<file path="config.mk">
export PLATFORM = sky130hd
export DESIGN_NAME = fsk_tx_modulator
export DESIGN_NICKNAME = d
export VERILOG_FILES = /design/src/rtl/fsk_tx_modulator.sv
export SDC_FILE = /design/constraint.sdc
export NUM_CORES = 1
export LEC_CHECK = 0
export ABC_AREA = 1
export CAP_MARGIN = 20
export CORE_MARGIN = 3
export CORE_UTILIZATION = 60
export CTS_CLUSTER_SIZE = 20
export DETAILED_ROUTE_END_ITERATION = 8
export PLACE_DENSITY_LB_ADDON = 0.08
export SLEW_MARGIN = 10
export SYNTH_ARGS = -nofsm -noshare
export SYNTH_HDL_FRONTEND = slang
export SYNTH_SLANG_ARGS = --single-unit
</file>
<file path="constraint.sdc">
create_clock -name CLOCK -period 2.63 [get_ports CLOCK]
set_input_delay 0.526 -clock CLOCK [delete_from_list [all_inputs] [get_ports CLOCK]]
set_output_delay 0.526 -clock CLOCK [all_outputs]
set_load 0.05 [all_outputs]
</file>
<file path="src/rtl/fsk_tx_modulator.sv">
// ============================================================================
// fsk_tx_modulator: frames a byte as start/8 data/stop and keys it as phase-continuous square-wave FSK.
// Define FSK_TX_PARITY_EN to insert an even-parity symbol before stop.   Rev 1.0
// ============================================================================
`default_nettype none
`timescale 1ns/1ps

module fsk_tx_modulator #(
  parameter int MARK_HALF  = 16,
  parameter int SPACE_HALF = 32,
  parameter int BIT_CYCLES = 1024
) (
  input  logic       CLOCK,
  input  logic       RESET,
  input  logic [7:0] DATA,
  input  logic       VALID,
  output logic       READY,
  output logic       TX_OUT,
  output logic       TX_BIT,
  output logic       BIT_STROBE,
  output logic       BUSY
);

  localparam int HALF_MAX = (MARK_HALF > SPACE_HALF) ? MARK_HALF : SPACE_HALF;
  localparam int BW       = $clog2(BIT_CYCLES + 1);
  localparam int HW       = $clog2(HALF_MAX + 1);

  localparam logic [BW-1:0] BIT_TC   = BW'(BIT_CYCLES - 1);
  localparam logic [HW-1:0] MARK_TC  = HW'(MARK_HALF - 1);
  localparam logic [HW-1:0] SPACE_TC = HW'(SPACE_HALF - 1);

  typedef enum logic [2:0] {
    ST_IDLE   = 3'd0,
    ST_START  = 3'd1,
    ST_DATA   = 3'd2,
    ST_PARITY = 3'd3,
    ST_STOP   = 3'd4
  } state_t;

  state_t        state, state_nx;
  logic [BW-1:0] bit_cnt, bit_cnt_nx;
  logic [HW-1:0] half_cnt, half_cnt_nx;
  logic [2:0]    idx, idx_nx;
  logic [7:0]    shift, shift_nx;
  logic          ready_nx, busy_nx, tx_bit_nx, tx_out_nx, strobe_nx;
  logic          bit_tc;
  logic [HW-1:0] half_tc;
`ifdef FSK_TX_PARITY_EN
  logic          parity, parity_nx;
`endif

  always_ff @(posedge CLOCK) begin
    if (RESET) begin
      state      <= ST_IDLE;
      bit_cnt    <= '0;
      half_cnt   <= '0;
      idx        <= '0;
      shift      <= '0;
      READY      <= 1'b0;
      BUSY       <= 1'b0;
      TX_BIT     <= 1'b1;
      TX_OUT     <= 1'b0;
      BIT_STROBE <= 1'b0;
`ifdef FSK_TX_PARITY_EN
      parity     <= 1'b0;
`endif
    end else begin
      state      <= state_nx;
      bit_cnt    <= bit_cnt_nx;
      half_cnt   <= half_cnt_nx;
      idx        <= idx_nx;
      shift      <= shift_nx;
      READY      <= ready_nx;
      BUSY       <= busy_nx;
      TX_BIT     <= tx_bit_nx;
      TX_OUT     <= tx_out_nx;
      BIT_STROBE <= strobe_nx;
`ifdef FSK_TX_PARITY_EN
      parity     <= parity_nx;
`endif
    end
  end

  // Frame sequencing: every non-idle state holds for exactly BIT_CYCLES clocks.
  always_comb begin
    state_nx   = state;
    bit_cnt_nx = bit_cnt;
    idx_nx     = idx;
    shift_nx   = shift;
    ready_nx   = READY;
    busy_nx    = BUSY;
    tx_bit_nx  = TX_BIT;
    strobe_nx  = 1'b0;
`ifdef FSK_TX_PARITY_EN
    parity_nx  = parity;
`endif
    bit_tc = (bit_cnt == BIT_TC);
    if (state != ST_IDLE) begin
      bit_cnt_nx = bit_tc ? '0 : bit_cnt + 1'b1;
    end

    case (state)
      ST_IDLE: begin
        ready_nx   = 1'b1;
        busy_nx    = 1'b0;
        tx_bit_nx  = 1'b1;
        bit_cnt_nx = '0;
        if (VALID && READY) begin
          state_nx  = ST_START;
          shift_nx  = DATA;
          ready_nx  = 1'b0;
          busy_nx   = 1'b1;
          strobe_nx = 1'b1;
          tx_bit_nx = 1'b0;
`ifdef FSK_TX_PARITY_EN
          parity_nx = ^DATA;
`endif
        end
      end
      ST_START: begin
        if (bit_tc) begin
          state_nx  = ST_DATA;
          strobe_nx = 1'b1;
          tx_bit_nx = shift[0];
          shift_nx  = {1'b0, shift[7:1]};
          idx_nx    = '0;
        end
      end
      ST_DATA: begin
        if (bit_tc) begin
          strobe_nx = 1'b1;
          if (idx == 3'd7) begin
`ifdef FSK_TX_PARITY_EN
            state_nx  = ST_PARITY;
            tx_bit_nx = parity;
`else
            state_nx  = ST_STOP;
            tx_bit_nx = 1'b1;
`endif
          end else begin
            tx_bit_nx = shift[0];
            shift_nx  = {1'b0, shift[7:1]};
            idx_nx    = idx + 3'd1;
          end
        end
      end
`ifdef FSK_TX_PARITY_EN
      ST_PARITY: begin
        if (bit_tc) begin
          state_nx  = ST_STOP;
          strobe_nx = 1'b1;
          tx_bit_nx = 1'b1;
        end
      end
`endif
      ST_STOP: begin
        if (bit_tc) begin
          state_nx  = ST_IDLE;
          ready_nx  = 1'b1;
          busy_nx   = 1'b0;
          tx_bit_nx = 1'b1;
        end
      end
      default: begin
        state_nx = ST_IDLE;
      end
    endcase
  end

  // Tone generator: a symbol change restarts the half-period and holds the level, so no runt pulse.
  always_comb begin
    half_tc     = TX_BIT ? MARK_TC : SPACE_TC;
    half_cnt_nx = half_cnt + 1'b1;
    tx_out_nx   = TX_OUT;
    if (tx_bit_nx != TX_BIT) begin
      half_cnt_nx = '0;
    end else if (half_cnt == half_tc) begin
      half_cnt_nx = '0;
      tx_out_nx   = ~TX_OUT;
    end
  end

endmodule

`default_nettype wire

</file>
[Yosys cells after proc, flatten, opt, wreduce, memory -nomap -nowiden]
Cells that the tools add are included.
Storage, ports and cells
  flip-flop bits (word level): 36
  latch bits: 0
  bits in writable memories: 0
  ROM bits: 0
  output and inout port bits: 5
  logic and storage cells: 71
  memories kept: 0
Cells by class
  add/sub/neg operators: 3
  multipliers: 0
  div/mod/pow operators: 0
  $lt $le $gt $ge: 0
  equal/unequal tests: 13
  shifts and indexed selects: 0
  muxes and demuxes: 29
  bitwise gates (word level): 2
  reduce and logical (&&, ||, !) cells: 14
Operator list (count)
  2-to-1 mux 8 bit: 4
  one-hot mux 8 bit (3 select lines): 1
  2-to-1 mux 3 bit: 7
  != test 2 bit, second input constant: 6
  one-hot mux 3 bit (4 select lines): 1
  adder 11 x 1 -> 11 bit, second input constant: 1
  == test 11 x 10 -> 1 bit, second input constant: 1
  2-to-1 mux 11 bit: 1
  AND reduction 5 bit: 2
  2-to-1 mux 1 bit: 9
  adder 6 x 1 -> 6 bit, second input constant: 1
  == test 3 bit, second input constant: 2
  == test 6 x 5 -> 1 bit: 1
  one-hot mux 1 bit (2 select lines): 3
  one-hot mux 3 bit (2 select lines): 1
  nonzero test 3 bit: 2
  2-to-1 mux 5 bit: 1
  one-hot mux 1 bit (4 select lines): 1
  AND reduction 2 bit: 2
  AND reduction 4 bit: 1
  nonzero test 2 bit: 2
  OR reduction 2 bit: 2
  adder 3 x 1 -> 3 bit, second input constant: 1
  == test 3 x 1 -> 1 bit, second input constant: 1
  other kinds (6): 7

[Logic depth before layout (Yosys ltp)]
Gate-level depths: netlist (run 1).
  word-level depth: 7
  depth in mapped cells: 13
  gate-level depth less buffers: 13

[Least setup slack after synthesis (run 1)]
No wires, ideal clock.
  path kind: reg2reg
  start point: register bit_cnt[0]
  end point: register TX_OUT
  data arrival time: 1395 ps
  data required time: 2520 ps
  slack: 1125 ps
  cell stages (with the launch flop): 13
  period minus slack after synthesis: 1505 ps
  cell sequence: dfxtp_1 -> ha_1 -> nand2_1 -> nor2_1 -> nand3_2 -> nand2_4 -> nand3_2 -> nand2_2 -> nand3_1 -> nand3_1 -> nand2_1 -> inv_1 -> nor2_1
On the way
  word-level cells in the longest chain between the ends: 6
  elaborated cells between the ends (all ways): 8
  classes of those cells: eq/ne: 2; mux: 4; bitwise: 1; reduce/logical: 1
RTL lines
  from (decl): RTL line 41  | logic [BW-1:0] bit_cnt, bit_cnt_nx;
  from (signal assigned): RTL line 69  | bit_cnt <= bit_cnt_nx;
  == test 11 x 10 -> 1 bit (*): RTL line 97  | bit_tc = (bit_cnt == BIT_TC);
  2-to-1 mux 1 bit (on tied branches): RTL line 157, 121, 130
  one-hot mux 1 bit (4 select lines) (*): RTL line 102  | case (state)
  != test 1 bit (*): RTL line 175  | if (tx_bit_nx != TX_BIT) begin
  inverter 1 bit (no source line) (*)
  AND reduction 2 bit (no source line) (*)
  to (signal assigned): RTL line 76  | TX_OUT <= tx_out_nx;
  to (decl): RTL line 18  | output logic TX_OUT,
Every way passes the cells marked *; elsewhere a longest branch is shown, timed or not.
A chain may end at the register's enable or synchronous reset.

[Final worst setup path (run 1)]
  start point: register TX_BIT
  end point: output port TX_BIT
RTL lines
  from (decl): RTL line 19  | output logic TX_BIT,
  from (signal assigned): RTL line 75  | TX_BIT <= tx_bit_nx;
No word-level cell between the ends.

==> results.toml, run 1 <==
[power]
irDropWorstVdd_v = 0.000856
power.density_nw_per_um2 = 992
p_leak_nw = 0.778
p_total_mw = 1.95

[final_layout]
instances_no_fill = 266
n_antenna_cell = 0
nNetsFinal = 250
drive_gt1_share_pct = 13.1
final_cell_mix = "36 x dfxtp_1, 32 x nor2_1, 29 x nand2_1, 23 x inv_1, 16 x nand3_1"
area_growth_pct = 14.2
final_core_util_pct = 75.8
layout_commonest_cell = "dfxtp_1"

[critical_path]
cp-endpoint = "TX_BIT"
crit_family = "buffers and inverters"
timing.rr.start = "state[1]"
cp_slowest_cell = "clkdlybuf4s50_1"
reg2reg_to = "shift[1]"
r2r_slack_ps = 690
cp_max_fo = 6
crit_start = "TX_BIT"
cp.arrival_ps = 1620
cp-start-kind = "flop"
cp_slowest_stage_delay_ps = 840
cp_cell_sequence = "clkdlybuf4s50_1"
cp_num_cells = 1
path_buf_inv = 1
criticalPathCategory = "flop to output pin"
r2r_cells = 8
end_kind = "output pin"
crit_required_ps = 2100

[placement]
hpwl_um = 2500
io_buffers = 15
dp_cells = 258
place_congestion = 0.816

[clock_network]
insertion_delay_ps = 350
clk_path_buf_depth = 2
cts_tree = "built"
postCtsSetupBuffers = 0
numCtsBuffers = 5
h-tree-depth = 2
cts_sinks = 36
cts_root_buf = "clkbuf_4"
clk_pin_slew_ps = 110
cts_resized = 0
hold_buffers = 0

[detailed_routing]
drc = 0
drtPass1Iterations = 4
via_per_inst = 5.53
wirelength_um = 3380
postRouteAntennaNets = 0
via_count = 1472
drt_iter0_markers = 64
wl_per_cell_um = 12.7

[run]
cap_viol_max_count = 0

[grt]
grt_first_pass_wirelength_um = 6270
grt-ovfl-total = 0
grt_pass1_vias = 1507
grt_max_degree = 15
track_usage_pct = 23.2
antenna_found_initial = 0

[sta]
max_slew_margin_pct = 66.3
drv_slew = 0
final.setup.tns_ps = 0
max_freq_ghz = 0.465
min_period_over_period_pct = 81.7
clock_skew_ps = 12.5
rsz0062_at_grt = "no"
setup_viol = 0
hold_slack_ps = 458
worst_slew_pin_slew_ps = 502
finalCriticalPeriod_ps = 2150
finalHoldViolCount = 0

[logic_synthesis]
yosysSeqAreaShare_pct = 41.9
syn-num-nets = 233
yosys.area.top_type = "dfxtp_1"
syn_area_um2 = 1720
ys_async_sr_fraction_pct = 0
synth_top_area_share_pct = 41.9
synth-main-ff-cell = "dfxtp_1"
synth_cell_types = 36
synth_warnings = 0
ys_top_cells_by_area = "dfxtp_1 42%, nor2_1 7.0%, nand2_1 6.3%"
avgSynthCellArea_um2 = 7.89
ys_ff_latch = 36
syn_inst = 218
synth_edf_count = 0

[run_status]
outcome = "finished clean"

[floorplan]
ios = 16
die_w_um = 59.5
fp.dieArea_um2 = 3540
core-area_um2 = 2590
start_util_pct = 66.4
die_h_um = 59.5
row_count = 18

[min_path]
holdPathStages = 1
hold_class = "flop to flop"
## how the worst min path moves through the flow
stage                startpoint           to
floorplan            bit_cnt[0]   bit_cnt[0]
global placement     bit_cnt[0]   bit_cnt[0]
detailed placement  half_cnt[0]  half_cnt[0]
CTS                  bit_cnt[0]   bit_cnt[0]
global route        half_cnt[0]  half_cnt[0]
finish               bit_cnt[0]   bit_cnt[0]
## logic make-up after synthesis
logic type / after synthesis / share of synthesized area [%]
simple gates: 101 / 29.8
compound gates: 39 / 14.1
flops: 36 / 41.9
buf+inv: 32 / 8.15
xor+xnor: 6 / 3.06
fa+ha+maj: 4 / 2.91
## sequential cells by signal (all words and copies together) (netlist names)
register	count
READY	1
idx	3
half_cnt	6
TX_BIT	1
BUSY	1
state	3
BIT_STROBE	1
shift	8
TX_OUT	1
bit_cnt	11
## Yosys cell counts (2+ instances only)
library cell	instances
a21oi_1	11
a31oi_1	7
and3_1	2
buf_6	2
dfxtp_1	36
ha_1	4
inv_1	23
inv_2	4
nand2_1	29
nand2_2	3
nand2_4	2
nand3_1	16
nand3_2	5
nor2_1	32
nor3_1	5
o21a_1	2
o21ai_0	10
o21ai_2	3
xnor2_1	2
xor2_1	4
## report_power, final
part / switching, mW / internal (mW)
combinational: 0.510 / 0.260
sequential: 0.0844 / 0.653
clock: 0.188 / 0.252
total: 0.782 / 1.17
## metal layers
layer	global-route usage, %	share of wire, %
met2	38.7	49
met4	12.7	2.1
met5	0	0
met1	27.3	45
met3	5.23	3.7
## cell type report
| type | instances | area (um^2) |
|---|---|---|
| Sequential cell | 36 | 721 |
| Tap cell | 30 | 37.5 |
| Fill cell | 200 | 627 |
| Multi-Input combinational cell | 150 | 858 |
| Clock buffer | 7 | 65.1 |
| Inverter | 27 | 101 |
| Timing Repair Buffer | 15 | 150 |
| Clock inverter | 1 | 30.0 |
## stage by stage
step / area [um^2] / worst slack (ps)
floorplan: 1720 / 1130
global placement: 1870 / 681
detailed placement: 1870 / 629
CTS: 1960 / 487
global route: 1960 / 409
finish: 1960 / 480
No activity file was read; power rests on OpenSTA's default activity.
==> inputs of run 2 (changes only) <==
--- a/config.mk
+++ b/config.mk
@@ -8,7 +8,7 @@
 export ABC_AREA = 1
 export CAP_MARGIN = 20
 export CORE_MARGIN = 3
-export CORE_UTILIZATION = 60
+export CORE_UTILIZATION = 56
 export CTS_CLUSTER_SIZE = 20
 export DETAILED_ROUTE_END_ITERATION = 8
 export PLACE_DENSITY_LB_ADDON = 0.08
==> constraint.sdc (replaced) <==
create_clock -name CLOCK -period 2.2 [get_ports CLOCK]
set_input_delay 0.44 -clock CLOCK [delete_from_list [all_inputs] [get_ports CLOCK]]
set_output_delay 0.44 -clock CLOCK [all_outputs]
set_load 0.05 [all_outputs]
==> run 2 against run 1 <==
  * Critical path depth unchanged
  * Global-route usage decreased by 2.8 points
  * Flip-flop and latch count did not move
  * Critical endpoint unchanged
  * Sequential share of layout area up 0.19 points
  * Core utilization down 6.8 points
  * Design area down 0.51%
  * Largest cell class unchanged
==> results.toml, run 2 (synthesis gave the netlist of run 1 again) <==
[run_status]
outcome = "finished clean"

[detailed_routing]
wl_per_cell_um = 12.3
via_per_inst = 5.51
via_count = 1478
wirelength_um = 3290
postRouteAntennaNets = 0
drt_iter0_markers = 83
drtPass1Iterations = 5
drc = 0

[placement]
io_buffers = 15
dp_slack_ps = 264
place_congestion = 0.806
hpwl_um = 2480
place_area_um2 = 1880
dp_cells = 260

[critical_path]
reg2reg_to = "shift[0]"
path_buf_inv = 1
cp_slowest_cell = "clkdlybuf4s50_1"
cp_cell_sequence = "clkdlybuf4s50_1"
cp-start-kind = "flop"
crit_family = "buffers and inverters"
r2r_cells = 8
timing.rr.start = "state[1]"
r2r_slack_ps = 230
criticalPathCategory = "flop to output pin"
crit_required_ps = 1760
end_kind = "output pin"
cp.arrival_ps = 1610
cp_slowest_stage_delay_ps = 840
crit_start = "TX_BIT"
cp_max_fo = 6

[sta]
setup_viol = 0
rsz0062_at_grt = "no"
max_freq_ghz = 0.487
max_slew_margin_pct = 66.5
finalWorstSetupSlack_ps = 147
clock_skew_ps = 5.25
min_period_over_period_pct = 93.3
final.setup.tns_ps = 0
worst_slew_pin_slew_ps = 498
drv_slew = 0
finalHoldViolCount = 0
finalCriticalPeriod_ps = 2050

[clock_network]
postCtsSetupBuffers = 0
cts_tree = "built"
numCtsBuffers = 5
h-tree-depth = 2
cts_sinks = 36
cts_root_buf = "clkbuf_4"
cts_resized = 0
hold_buffers = 0
insertion_delay_ps = 340
clk_path_buf_depth = 2
clk_pin_slew_ps = 100

[power]
p_comb_share_pct = 41.0
switchingPower_mw = 0.939
p_int_mw = 1.33
irDropWorstVdd_v = 0.000615
p_leak_nw = 0.773
seqPwrFrac_pct = 38.9
clockPowerShare_pct = 20.1
swShare_pct = 41.4
power.density_nw_per_um2 = 1160

[min_path]
hp-start = "bit_cnt[0]"
hold_path_end = "bit_cnt[0]"
hold_class = "flop to flop"
holdPathStages = 1

[floorplan]
die_h_um = 61.4
core-area_um2 = 2830
ios = 16
start_util_pct = 60.8
row_count = 19
die_w_um = 61.4
fp.dieArea_um2 = 3770

[grt]
track_usage_pct = 20.4
grt-ovfl-total = 0
grt_first_pass_wirelength_um = 5710
antenna_found_initial = 0
grt_pass1_vias = 1397
grt_max_degree = 15

[final_layout]
drive_gt1_share_pct = 13.1
largest_register_ffs = 11
reg_top3 = "bit_cnt x11, shift x8, half_cnt x6"
instances_no_fill = 268
fin_area_um2 = 1950
final_cell_mix = "36 x dfxtp_1, 32 x nor2_1, 29 x nand2_1, 23 x inv_1, 16 x nand3_1"
nNetsFinal = 251
regMostFlops = "bit_cnt"
layout_commonest_cell = "dfxtp_1"
fillCellCount = 242
area_growth_pct = 13.6
n_antenna_cell = 0

[run]
cap_viol_max_count = 0
## run 2: cell count changes in the layout (fill, tap and decap cells not counted)
cell      delta
clkinv_2     +1
clkbuf_8     -2
clkbuf_1     +1
buf_4        +1
## run 2: power groups by stage
| stage | logic, mW | registers, mW | clock network [mW] |
|---|---|---|---|
| final | 0.930 | 0.884 | 0.455 |
| after detailed placement | 0.927 | 0.897 | 0 |
| after floorplan | 0.726 | 0.947 | 0 |
| after global placement | 0.891 | 0.889 | 0 |
| after CTS | 0.930 | 0.882 | 0.464 |
| after global routing | 1.05 | 0.901 | 0.492 |
## run 2: final cells by class
class | instances | area (um^2) | share of cell area (%)
Clock buffer | 6 | 41.3 | 2.11
Clock inverter | 2 | 35.0 | 1.79
Inverter | 27 | 101 | 5.19
Multi-Input combinational cell | 150 | 858 | 43.9
Sequential cell | 36 | 721 | 36.9
Tap cell | 31 | 38.8 | 1.99
Timing Repair Buffer | 16 | 158 | 8.07
## run 2: how the worst max path moves through the flow
stage	slack [ps]	cells after the start	to
CTS	140	1	TX_BIT
floorplan	700	12	TX_OUT
global placement	410	8	shift[2]
global route	70	8	shift[0]
detailed placement	260	8	shift[0]
finish	150	1	TX_BIT
## run 2: metal layers
| metal | vias to the layer above | global-route usage (%) | routed length, um |
|---|---|---|---|
| met1 | 690 | 24.1 | 1460 |
| met5 | - | 0 | 0 |
| met4 | 0 | 6.97 | 34 |
| li1 | 754 | - | - |
| met3 | 4 | 5.66 | 159 |
| met2 | 30 | 35.5 | 1630 |
## run 2: metrics by stage
step | power, mW | hold WS (ps) | utilization, %
5_1_grt | 2.44 | 476 | 69.0
3_3_place_gp | 1.78 | 427 | 66.3
2_1_floorplan | 1.67 | 413 | -
6_report | 2.27 | 450 | 69.0
4_1_cts | 2.28 | 452 | 69.0
3_5_place_dp | 1.82 | 436 | 66.3
